## config.mk

```make
export PLATFORM = sky130hd
export DESIGN_NAME = tt_av_out_formatter_flat
export DESIGN_NICKNAME = d
export VERILOG_FILES = /design/src/rtl/tt_av_out_formatter_if.sv /design/src/rtl/tt_av_out_formatter.sv /design/src/flat_wrapper.sv
export SDC_FILE = /design/constraint.sdc
export NUM_CORES = 1
export LEC_CHECK = 0
export ABC_AREA = 0
export BUFFER_PORTS_ARGS = -buffer_cell sky130_fd_sc_hd__buf_2
export CAP_MARGIN = 20
export CORE_ASPECT_RATIO = 2
export CORE_MARGIN = 5
export CORE_UTILIZATION = 53
export DETAILED_ROUTE_END_ITERATION = 10
export MAX_ROUTING_LAYER = met4
export PLACE_DENSITY_LB_ADDON = 0.08
export SYNTH_ARGS = -nofsm -noshare
export SYNTH_HDL_FRONTEND = slang
export SYNTH_SLANG_ARGS = --single-unit
```

## constraint.sdc

```tcl
create_clock -name clk -period 2.9 [get_ports clk]
set_input_delay 0.145 -clock clk [delete_from_list [all_inputs] [get_ports clk]]
set_output_delay 0.145 -clock clk [all_outputs]
set_load 0.02 [all_outputs]
```

## src/rtl/tt_av_out_formatter_if.sv

```systemverilog
// tt_av_out_formatter_if: video, audio and TT pin bundle between a generator and the output formatter
// rgb/active/hsync/vsync/dither_en: pixel stream; audio_sample/audio_valid: PCM load
// uo_out/uio_out/uio_oe: TT pin drive returned by the formatter
interface tt_av_out_formatter_if #(
  parameter int COLOR_BITS = 3,
  parameter int AUDIO_CH   = 1,
  parameter int AUDIO_BITS = 8
);
  logic [3*COLOR_BITS-1:0]        rgb;
  logic                           active;
  logic                           hsync;
  logic                           vsync;
  logic                           dither_en;
  logic [AUDIO_CH*AUDIO_BITS-1:0] audio_sample;
  logic                           audio_valid;
  logic [7:0]                     uo_out;
  logic [7:0]                     uio_out;
  logic [7:0]                     uio_oe;
  modport master (
    output rgb, active, hsync, vsync, dither_en, audio_sample, audio_valid,
    input  uo_out, uio_out, uio_oe
  );
  modport slave (
    input  rgb, active, hsync, vsync, dither_en, audio_sample, audio_valid,
    output uo_out, uio_out, uio_oe
  );
endinterface

```

## src/rtl/tt_av_out_formatter.sv

```systemverilog
// tt_av_out_formatter: RGB222 TinyVGA pin formatter with dithering, sigma-delta audio and button pulse
// clk, rst_n (sync, active low); bus: slave side of tt_av_out_formatter_if
// advance_raw: async button in; advance_pulse: one-cycle pulse per synchronised rising edge
module tt_av_out_formatter #(
  parameter int COLOR_BITS   = 3,
  parameter int AUDIO_CH     = 1,
  parameter int AUDIO_BITS   = 8,
  parameter int PIPE_DEPTH   = 1,
  parameter bit SYNC_ACT_LOW = 1
) (
  input  logic                  clk,
  input  logic                  rst_n,
  tt_av_out_formatter_if.slave  bus,
  input  logic                  advance_raw,
  output logic                  advance_pulse
);
  localparam int CB = COLOR_BITS;
  localparam int AB = AUDIO_BITS;
  localparam logic S = SYNC_ACT_LOW;
  localparam logic [7:0] IDLE = {S, 3'b0, S, 3'b0};
  logic x, y, hs_prev;
  logic [1:0] t;
  logic [1:0] q [3];
  logic [7:0] pix;
  logic [7:0] pipe [PIPE_DEPTH];
  logic [AB-1:0] smp [AUDIO_CH];
  logic [AB:0] acc [AUDIO_CH];
  logic [7:0] aud;
  logic s1, s2, s3;
  always_ff @(posedge clk) begin
    if (!rst_n) begin
      x <= 1'b0;
      y <= 1'b0;
      hs_prev <= 1'b0;
    end else begin
      x <= bus.active & ~x;
      hs_prev <= bus.hsync;
      y <= ~bus.vsync & (y ^ (bus.hsync & ~hs_prev));
    end
  end
  // 2x2 Bayer threshold {0,2,3,1} indexed by {y,x}
  assign t = {x ^ y, y};
  for (genvar i = 0; i < 3; i++) begin : g_ch
    logic [CB-1:0] c;
    logic [1:0] lvl;
    assign c = bus.rgb[i*CB +: CB];
    if (CB == 1) begin : g_one
      assign lvl = {c, c};
    end else if (CB == 2) begin : g_two
      assign lvl = c;
    end else begin : g_dith
      // two zero bits below the LSB give the error term for CB=3 for free
      logic [CB+1:0] cp;
      logic [1:0] top, e;
      assign cp = {c, 2'b00};
      assign top = cp[CB+1 -: 2];
      assign e = cp[CB-1 -: 2];
      assign lvl = (bus.dither_en && e > t && top != 2'd3) ? top + 2'd1 : top;
    end
    assign q[i] = bus.active ? lvl : 2'b00;
  end
  assign pix = {bus.hsync ^ S, q[0][0], q[1][0], q[2][0], bus.vsync ^ S, q[0][1], q[1][1], q[2][1]};
  always_ff @(posedge clk) begin
    if (!rst_n) begin
      for (int k = 0; k < PIPE_DEPTH; k++) pipe[k] <= IDLE;
    end else begin
      pipe[0] <= pix;
      for (int k = 1; k < PIPE_DEPTH; k++) pipe[k] <= pipe[k-1];
    end
  end
  assign bus.uo_out = pipe[PIPE_DEPTH-1];
  always_ff @(posedge clk) begin
    if (!rst_n) begin
      for (int k = 0; k < AUDIO_CH; k++) begin
        smp[k] <= '0;
        acc[k] <= '0;
      end
    end else begin
      for (int k = 0; k < AUDIO_CH; k++) begin
        if (bus.audio_valid) smp[k] <= bus.audio_sample[k*AB +: AB];
        acc[k] <= {1'b0, acc[k][AB-1:0]} + {1'b0, smp[k]};
      end
    end
  end
  always_comb begin
    aud = '0;
    for (int k = 0; k < AUDIO_CH; k++) aud[7-k] = acc[k][AB];
  end
  assign bus.uio_out = aud;
  assign bus.uio_oe = ~(8'hFF >> AUDIO_CH);
  always_ff @(posedge clk) begin
    if (!rst_n) begin
      s1 <= 1'b0;
      s2 <= 1'b0;
      s3 <= 1'b0;
      advance_pulse <= 1'b0;
    end else begin
      s1 <= advance_raw;
      s2 <= s1;
      s3 <= s2;
      advance_pulse <= s2 & ~s3;
    end
  end
endmodule

```

## src/flat_wrapper.sv

```systemverilog
// flat-port wrapper written by rule: the top's interface ports become plain ports
module tt_av_out_formatter_flat 
#(
  parameter int COLOR_BITS   = 3,
  parameter int AUDIO_CH     = 1,
  parameter int AUDIO_BITS   = 8,
  parameter int PIPE_DEPTH   = 1,
  parameter bit SYNC_ACT_LOW = 1
)
  (clk, rst_n, advance_raw, advance_pulse, bus_rgb, bus_active, bus_hsync, bus_vsync, bus_dither_en, bus_audio_sample, bus_audio_valid, bus_uo_out, bus_uio_out, bus_uio_oe);
  tt_av_out_formatter_if #(.COLOR_BITS(COLOR_BITS), .AUDIO_CH(AUDIO_CH), .AUDIO_BITS(AUDIO_BITS)) bus_i ();
  input  logic clk;
  input  logic rst_n;
  input  logic advance_raw;
  output logic advance_pulse;
  input wire logic [$bits(bus_i.rgb)-1:0] bus_rgb;
  input wire logic [$bits(bus_i.active)-1:0] bus_active;
  input wire logic [$bits(bus_i.hsync)-1:0] bus_hsync;
  input wire logic [$bits(bus_i.vsync)-1:0] bus_vsync;
  input wire logic [$bits(bus_i.dither_en)-1:0] bus_dither_en;
  input wire logic [$bits(bus_i.audio_sample)-1:0] bus_audio_sample;
  input wire logic [$bits(bus_i.audio_valid)-1:0] bus_audio_valid;
  output wire logic [$bits(bus_i.uo_out)-1:0] bus_uo_out;
  output wire logic [$bits(bus_i.uio_out)-1:0] bus_uio_out;
  output wire logic [$bits(bus_i.uio_oe)-1:0] bus_uio_oe;
  assign bus_i.rgb = bus_rgb;
  assign bus_i.active = bus_active;
  assign bus_i.hsync = bus_hsync;
  assign bus_i.vsync = bus_vsync;
  assign bus_i.dither_en = bus_dither_en;
  assign bus_i.audio_sample = bus_audio_sample;
  assign bus_i.audio_valid = bus_audio_valid;
  assign bus_uo_out = bus_i.uo_out;
  assign bus_uio_out = bus_i.uio_out;
  assign bus_uio_oe = bus_i.uio_oe;
  tt_av_out_formatter #(.COLOR_BITS(COLOR_BITS), .AUDIO_CH(AUDIO_CH), .AUDIO_BITS(AUDIO_BITS), .PIPE_DEPTH(PIPE_DEPTH), .SYNC_ACT_LOW(SYNC_ACT_LOW)) u_core (.clk(clk), .rst_n(rst_n), .bus(bus_i), .advance_raw(advance_raw), .advance_pulse(advance_pulse));
endmodule
```

==> flow_summary.ini, run 1 <==
[yosys]
ys_types = 32
post_synth_edffs = 8
mappedNetlistArea_mm2 = 0.00148
synthesis.yosys.warnings = 0
postSynthRegisterBits = 32
synth_seq_area_share_pct = 48.6
synth_top_flop_cell = dfxtp_1
postSynthAreaPerCell_um2 = 10.8
synthesis.instances = 138
synthArstFlopShare_pct = 0

[pwr]
power.share.switching_pct = 27.6
power.internal_uw = 794
power.switching_uw = 302
sequential_cell_fraction_of_total_power_pct = 47.5
power_mw = 1.10
power.static_leakage_nw = 0.858
power.ir.vdd_worst_mv = 0.380
p_comb_share_pct = 21.3
power_per_cell_area_mw_per_mm2 = 643
power_frac_clock_pct = 31.2

[route]
residual_antenna_violating_net_count_after_detailed_routing = 0
initialDrtViolationCount = 9
route.detailed.wl_per_inst_um = 13.0
drcViolationCount = 0
postRouteWirelength_mm = 2.65
vias = 1000
dr.pass1.iters = 4
avgViaCountPerCell = 4.90

[job]
cap_viol_max_count = 0

[clock_tree]
source_to_sink_clock_delay_at_the_later_pin_of_the_worst_skew_pair_ns = 0.27
cts-htree-levels = 2
clk_pin_slew_ns = 0.06
clkSinkCount = 32
cts_buffers = 5
ctsHoldBuffers = 0
clock-root-buffer = clkbuf_8
cts_tree = built
cts.repair.resized = 0
cts_setup_buffers = 0
cts_max_path_buffers = 2

[timing]
finalMaxSlewViolations = 0
totalNegativeSetupSlack_ns = 0
clock-skew-final_ns = 0.00481
max_clock_freq_mhz = 552
hold_viol_final = 0
final.period_utilization_pct = 62.5
grt_setup_unrepaired = no
finalCriticalPeriod_ns = 1.81
setup_viol_count_final = 0

[floorplan]
die_y_um = 84.8
floorplan.io_pins = 50
placement_rows = 27
core_area_mm2 = 0.00274
initial_core_util_pct = 54.2
fp.dieArea_mm2 = 0.00402
die_width_um = 47.4

[layout]
num-fill-cells = 230
area.sequential_um2 = 721
layout.nets = 211
mostFrequentLayoutCells = buf_2, dfxtp_1, conb_1
final_common_cell = buf_2
layout.cells.non_filler = 204
multiInputGateArea_um2 = 673
antenna-diode-count = 0
post_route_cells_drive_above_1_share_pct = 26.3
flow.area_growth_from_synthesis_pct = 14.8

[critical_path]
setup_crit_start_kind = register
worst_ep_required_time_ns = 3.07
crit_path_end_kind = register
timing.setup.critical_path_class = reg -> reg
crit_fanout = 3
crit_arrival_ns = 1.98

[min_path]
hold_path.class = in -> reg

[placement]
place_inst = 196
place_hpwl_mm = 2.16
port_buffers = 34
gp_congestion = 0.765

[grt]
grt_first_pass_wirelength_mm = 4.48
grt_pass1_vias = 1076
gr-total-overflow = 0
grt_use_total_pct = 15.9
pin_count_of_the_biggest_net_entering_global_routing = 27
antenna_found_initial = 0

[outcome]
outcome = finished clean
-- critical path: stages (launching register included) --
cell and delay [ns]:
edfxtp_1 0.37, ha_1 0.22, fa_1 0.41, a21oi_1 0.26, o21ai_0 0.11, a211oi_1 0.25, nor2_1 0.07
-- metal layers --
metal / GRT usage (%) / share of wire, %
met1: 15.2 / 36
met2: 27.5 / 58
met3: 3.82 / 4.1
met4: 7.56 / 2.3
met5: - / 0
-- path summary, 6_finish.rpt --
path | end | cells past startpoint | slack [ns] | start
max | u_core.acc[0][6] | 6 | 1.09 | u_core.smp[0][0]
min | u_core.pipe[0][3] | 2 | 0.06 | bus_vsync
max reg2reg | u_core.acc[0][6] | 6 | 1.09 | u_core.smp[0][0]
min reg2reg | u_core.advance_pulse | 1 | 0.38 | u_core.s3
-- flip-flops by register name (all words and copies together) (netlist names) --
register / count
u_core.smp: 8
u_core.s2: 1
u_core.s3: 1
u_core.y: 1
u_core.hs_prev: 1
u_core.pipe: 8
u_core.acc: 9
u_core.x: 1
u_core.advance_pulse: 1
u_core.s1: 1
-- cell type report --
type                    instances  area share [%]
inverters                       3           0.661
well taps                      29            2.13
repair buffers                 34            9.99
flip-flops and latches         32            42.3
clock inverters                 2           0.587
multi-input cells              98            39.5
clock buffers                   6            4.85
-- kinds of logic after synthesis --
| group | share of synthesized area, % |
|---|---|
| buf+inv | 9.36 |
| other cells | 0.506 |
| flops | 48.6 |
| compound gates | 7.17 |
| xor+xnor | 4.72 |
| mux | 2.70 |
| simple gates | 16.4 |
| fa+ha+maj | 10.6 |
-- metrics by stage --
step           setup slack [ns]  util (%)  area, µm²  hold WS [ns]
2_1_floorplan              1.26         -       1530         0.215
3_3_place_gp               1.14      58.9       1610         0.324
3_5_place_dp               1.06      58.9       1610         0.341
4_1_cts                    1.06      62.3       1700        0.0429
5_1_grt                   0.915      62.3       1700        0.0475
6_report                   1.09      62.3       1700        0.0552
-- power groups by stage --
stage / Combinational [mW] / Sequential [mW] / Clock, mW
global route: 0.266 / 0.525 / 0.375
floorplan: 0.187 / 0.536 / 0
detailed placement: 0.235 / 0.532 / 0
global placement: 0.223 / 0.530 / 0
CTS: 0.236 / 0.522 / 0.358
finish: 0.233 / 0.521 / 0.342
-- Yosys cell counts (2+ instances only) --
cell type	instances	area share [%]
nand4b_1	3	1.8
inv_1	2	0.51
mux2i_1	4	2.7
nor2b_1	2	0.84
conb_1	2	0.51
nor2_1	9	2.3
nand2b_1	2	0.84
nand2_1	5	1.3
xor2_1	5	3.0
xnor2_1	3	1.8
ha_1	11	9.3
and3_1	8	3.4
edfxtp_1	8	16
o21ai_0	5	1.7
o21ai_1	2	0.67
o211a_1	2	1.3
clkbuf_1	2	0.51
buf_4	16	8.1
dfxtp_1	24	32
and2_1	9	3.8
a21oi_1	3	1.0
(Power assumes the default switching activity.)
==> inputs of run 2 (changes only) <==
- CORE_UTILIZATION: 53 -> 44
- clock period: 2.9 -> 1.55 ns (I/O delays scaled with it)
==> run 2 against run 1 <==
  * The flow now finishes with violations (setup timing)
  * Non-clock buffer count rose by 5
  * Design area increased by 7.0%
  * Hold slack lost 0.040 ns
  * Utilization decreased by 7.7 points
  * Total power is 110% higher
  * First-iteration DRC count down 56%
  * Register-to-register slack worse by 1.1 ns
  * Clock-buffer cell count unchanged
  * Critical path type unchanged
  * Critical endpoint is now u_core.acc[0][4]
  * Highest routed layer unchanged
==> flow_summary.ini, run 2 (synthesis results as in run 1) <==
[outcome]
outcome = complete, but fails checks
failed_checks = setup timing

[grt]
antenna_found_initial = 0
grt_use_total_pct = 13.3
pin_count_of_the_biggest_net_entering_global_routing = 17
grt_first_pass_wirelength_mm = 4.63
gr-total-overflow = 0
grt_pass1_vias = 1142

[min_path]
hold_path.class = in -> reg
hold_start = bus_hsync
holdPathStages = 2
hold_path_end = u_core.pipe[0][7]

[layout]
layout.core_utilization_pct = 54.6
final_cell_area_mm2 = 0.00182
mostFrequentLayoutCells = buf_2, dfxtp_1, conb_1
largest_registers = u_core.acc x9, u_core.pipe x8, u_core.smp x8
layout.cells.non_filler = 212
flip_flop_count_of_the_largest_register_after_layout = 9
num-fill-cells = 311
registers.top_by_ff_count = u_core.acc
flow.area_growth_from_synthesis_pct = 22.9
final_common_cell = buf_2
post_route_cells_drive_above_1_share_pct = 30.6
layout.nets = 216
antenna-diode-count = 0

[clock_tree]
cts_tree = built
cts_buffers = 5
clkSinkCount = 32
cts-htree-levels = 2
clock-root-buffer = clkbuf_8
source_to_sink_clock_delay_at_the_later_pin_of_the_worst_skew_pair_ns = 0.28
cts_max_path_buffers = 2
clk_pin_slew_ns = 0.07

[critical_path]
cp_num_buf_inv = 0
reg2reg_to = u_core.acc[0][4]
path_cells = ha_2 -> fa_2 -> a21oi_4 -> o21bai_1 -> xor2_1 -> and2_1
crit_arrival_ns = 1.76
setup_crit_start_kind = register
worst-r2r-cell-count = 6
regToRegStartpoint = u_core.smp[0][0]
critPathSlowestCell = edfxtp_1
crit_fanout = 3
crit_path_end_kind = register
worst_ep_required_time_ns = 1.72
max_stage_delay_ns = 0.37
critical_path.top_delay_family = adder cells
timing.setup.critical_path_class = reg -> reg
internal_reg_to_reg_setup_slack_ns = -0.04

[timing]
max_clock_freq_mhz = 629
final.period_utilization_pct = 103
totalNegativeSetupSlack_ns = -0.0611
finalMaxSlewViolations = 0
clock-skew-final_ns = 0.00339
finalCriticalPeriod_ns = 1.59
setup_viol_count_final = 3
grt_setup_unrepaired = yes
hold_viol_final = 0
worst_slack_ns = -0.0411
fin_hold_ws_ns = 0.0153

[pwr]
power_per_cell_area_mw_per_mm2 = 1260
power.static_leakage_nw = 0.887
power.ir.vdd_worst_mv = 0.685
power_mw = 2.30

[route]
dr.pass1.iters = 4
residual_antenna_violating_net_count_after_detailed_routing = 0
avgViaCountPerCell = 4.92
postRouteWirelength_mm = 2.71
drcViolationCount = 0
route.detailed.wl_per_inst_um = 12.8
initialDrtViolationCount = 4
vias = 1044

[floorplan]
initial_core_util_pct = 44.4
die_width_um = 51.1
core_area_mm2 = 0.00334
die_y_um = 92.1
fp.dieArea_mm2 = 0.00470
floorplan.io_pins = 50
placement_rows = 30

[placement]
gp_congestion = 0.743
port_buffers = 34
post_dp_cell_area_mm2 = 0.00164
place_inst = 201
place_hpwl_mm = 2.20
dpl_worst_slack_ns = -0.143

[job]
cap_viol_max_count = 0
[run 2: changes by cell type in the layout (fill, tap and decap cells not counted), sizes merged]
| cell | before | now |
|---|---|---|
| dlygate4sd3 | 0 | 2 |
| bufinv | 0 | 1 |
| clkinv | 2 | 1 |
| buf | 34 | 37 |
[run 2: metal layers]
metal	vias up	wire length [µm]	track usage (%)	share of wire, %
met4	0	68	7.42	2.5
met1	488	957	12.4	35
met5	-	0	-	0
met2	28	1570	24.2	58
li1	521	-	-	-
met3	7	115	2.60	4.2
[run 2: timing repair]
| action | 4_1_cts | 5_1_grt |
|---|---|---|
| hold buffers | 2 | 0 |
| buffers inserted | 0 | 1 |
| gates resized for setup | 4 | 6 |
| endpoints found under the setup margin | 3 | 5 |
| hold endpoints to repair | 3 | 0 |
| pin swaps | 5 | 3 |
[run 2: cell type report]
| type | count | area [µm²] | area share, % |
|---|---|---|---|
| Clock inverter | 2 | 33.8 | 1.85 |
| Clock buffer | 6 | 82.6 | 4.53 |
| Timing Repair Buffer | 39 | 213 | 11.7 |
| Sequential cell | 32 | 721 | 39.5 |
| Tap cell | 32 | 40.0 | 2.19 |
| Multi-Input combinational cell | 98 | 723 | 39.6 |
| Inverter | 3 | 11.3 | 0.617 |
[run 2: worst reg2reg max path, stage by stage, from the launching register on]
cell and delay [ns]:
edfxtp_1 0.37, ha_2 0.20, fa_2 0.37, a21oi_4 0.16, o21bai_1 0.10, xor2_1 0.14, and2_1 0.16
[run 2: how the worst max path moves through the flow]
stage          slack (ns)  depth (start not counted)        startpoint          endpoint
2_1_floorplan        0.01                          6  u_core.smp[0][0]  u_core.acc[0][6]
3_3_place_gp        -0.07                          6  u_core.smp[0][0]  u_core.acc[0][6]
3_5_place_dp        -0.14                          6  u_core.smp[0][0]  u_core.acc[0][6]
4_1_cts             -0.11                          6  u_core.smp[0][0]  u_core.acc[0][6]
5_1_grt             -0.11                          6  u_core.smp[0][0]  u_core.acc[0][4]
6_report            -0.04                          6  u_core.smp[0][0]  u_core.acc[0][4]
[run 2: where the power goes]
| part | internal, mW | switching (mW) |
|---|---|---|
| clock | 0.517 | 0.294 |
| sequential | 0.945 | 0.0398 |
| combinational | 0.235 | 0.270 |
==> inputs of run 3 (changes only) <==
- CAP_MARGIN: 20 -> default
- CORE_UTILIZATION: 44 -> 46
- CTS_BUF_LIST: default -> sky130_fd_sc_hd__clkbuf_4 sky130_fd_sc_hd__clkbuf_8
- REMOVE_ABC_BUFFERS: default -> 1
==> run 3 against run 2 <==
  * Largest cell class unchanged
  * Utilization up 2.7 points
  * Critical endpoint unchanged
  * The run still ends with setup timing left
  * Combinational power up 4%
  * First-iteration DRC count rose to 5.0 times the previous value
  * Sequential share of layout area up 0.33 points
  * Highest routed layer unchanged
  * Hold slack worse by 0.0046 ns
  * Design area down 0.82%
==> flow_summary.ini, run 3 (synthesis results as in run 1) <==
[clock_tree]
clk_pin_slew_ns = 0.07
clkSinkCount = 32
cts_tree = built
clock-root-buffer = clkbuf_8
source_to_sink_clock_delay_at_the_later_pin_of_the_worst_skew_pair_ns = 0.28
cts_max_path_buffers = 2
cts_buffers = 5
cts-htree-levels = 2

[layout]
flip_flop_count_of_the_largest_register_after_layout = 9
multiInputGateArea_um2 = 727
final_common_cell = buf_2
post_route_cells_drive_above_1_share_pct = 30.7
final_cell_area_mm2 = 0.00181
mostFrequentLayoutCells = buf_2, dfxtp_1, conb_1
num-fill-cells = 302
largest_registers = u_core.acc x9, u_core.pipe x8, u_core.smp x8
registers.top_by_ff_count = u_core.acc
layout.nets = 215
flow.area_growth_from_synthesis_pct = 21.9
antenna-diode-count = 0
area.sequential_um2 = 721
layout.cells.non_filler = 210

[grt]
gr-total-overflow = 0
groute.layer.met1.usage_pct = 11.8
grt-busiest-layer = met2
pin_count_of_the_biggest_net_entering_global_routing = 27
met3_usage_grt_pct = 3.97
grt_pass1_vias = 1081
grt_first_pass_wirelength_mm = 4.56
grt_use_total_pct = 13.5
antenna_found_initial = 0
met2_usage_pct = 24.2

[floorplan]
initial_core_util_pct = 47.0
floorplan.io_pins = 50
die_y_um = 90.3
die_width_um = 50.2
fp.dieArea_mm2 = 0.00453
placement_rows = 29
core_area_mm2 = 0.00316

[outcome]
failed_checks = setup timing
outcome = complete, but fails checks

[critical_path]
worst-path-stages = 6
critical_path.top_delay_family = adder cells
worst_ep_required_time_ns = 1.73
path_cells = ha_2 -> fa_2 -> a21oi_4 -> o21bai_1 -> xor2_1 -> and2_1
crit_fanout = 3
worst-r2r-cell-count = 6
critPathSlowestCell = edfxtp_1
setup_crit_start_kind = register
crit_path_end_kind = register
timing.setup.critical_path_class = reg -> reg
max_stage_delay_ns = 0.38
crit_arrival_ns = 1.82
cp_num_buf_inv = 0

[route]
dr.pass1.iters = 2
initialDrtViolationCount = 20
route.detailed.wl_per_inst_um = 13.5
avgViaCountPerCell = 4.98
drcViolationCount = 0
vias = 1045
postRouteWirelength_mm = 2.83
residual_antenna_violating_net_count_after_detailed_routing = 0

[job]
cap_viol_max_count = 0

[min_path]
holdPathStages = 2
hold_path.class = in -> reg

[placement]
port_buffers = 34
gp_congestion = 0.794
place_hpwl_mm = 2.22
post_dp_cell_area_mm2 = 0.00162
place_inst = 199

[timing]
setup_viol_count_final = 3
clock-skew-final_ns = 0.00435
hold_viol_final = 0
final.period_utilization_pct = 106
fin_hold_ws_ns = 0.0107
grt_setup_unrepaired = yes
worst_slack_ns = -0.0980
finalCriticalPeriod_ns = 1.65
finalMaxSlewViolations = 0
totalNegativeSetupSlack_ns = -0.229
max_clock_freq_mhz = 607

[pwr]
power_per_cell_area_mw_per_mm2 = 1250
power.ir.vdd_worst_mv = 0.703
power.static_leakage_nw = 0.883
==> run 3: routing by layer <==
| layer | wire length, µm | up-vias |
|---|---|---|
| li1 | - | 520 |
| met1 | 917 | 488 |
| met2 | 1690 | 30 |
| met3 | 163 | 7 |
| met4 | 65 | 0 |
| met5 | 0 | - |
==> run 3: area by class of cell <==
class	instances	area share, %
sequential	32	39.8
multi-input combinational	98	40.2
tap	31	2.14
timing repair buffer	38	11.3
clock buffer	5	3.80
clock inverter	3	2.07
inverter	3	0.622
==> run 3: path summary, 6_finish.rpt <==
path / from / endpoint / slack (ns)
hold / removal: bus_hsync / u_core.pipe[0][7] / 0.01
hold reg to reg: u_core.s3 / u_core.advance_pulse / 0.39
setup reg to reg: u_core.smp[0][0] / u_core.acc[0][4] / -0.1
setup / recovery: u_core.smp[0][0] / u_core.acc[0][4] / -0.1
==> run 3: repair_timing <==
action	4_1_cts	5_1_grt
gates resized for setup	8	5
hold endpoints to repair	3	0
endpoints found under the setup margin	4	7
cloned	0	0
pin swaps	6	7
hold buffers	2	0
buffers inserted	1	0
==> run 3: stage by stage <==
step	util, %	power (mW)	worst slack [ns]
final	57.3	2.27	-0.0980
after global routing	57.3	2.40	-0.155
after CTS	56.5	2.26	-0.106
after detailed placement	51.4	1.45	-0.291
after global placement	51.4	1.43	-0.215
after floorplan	-	1.32	-0.0895
==> run 3: worst register-to-register path: cells and delay by family (launching register included) <==
family	cells	cell delay [ns]
XOR/XNOR	1	0.14
flip-flops	1	0.38
adder cells (fa/ha/maj)	2	0.58
AO/OA/AOI/OAI	2	0.30
AND/OR/NAND/NOR	1	0.15
==> run 3: report_power, final <==
group	switching (mW)	internal [mW]
Sequential	0.0361	0.945
Clock	0.297	0.468
Combinational	0.286	0.238
Total	0.619	1.65
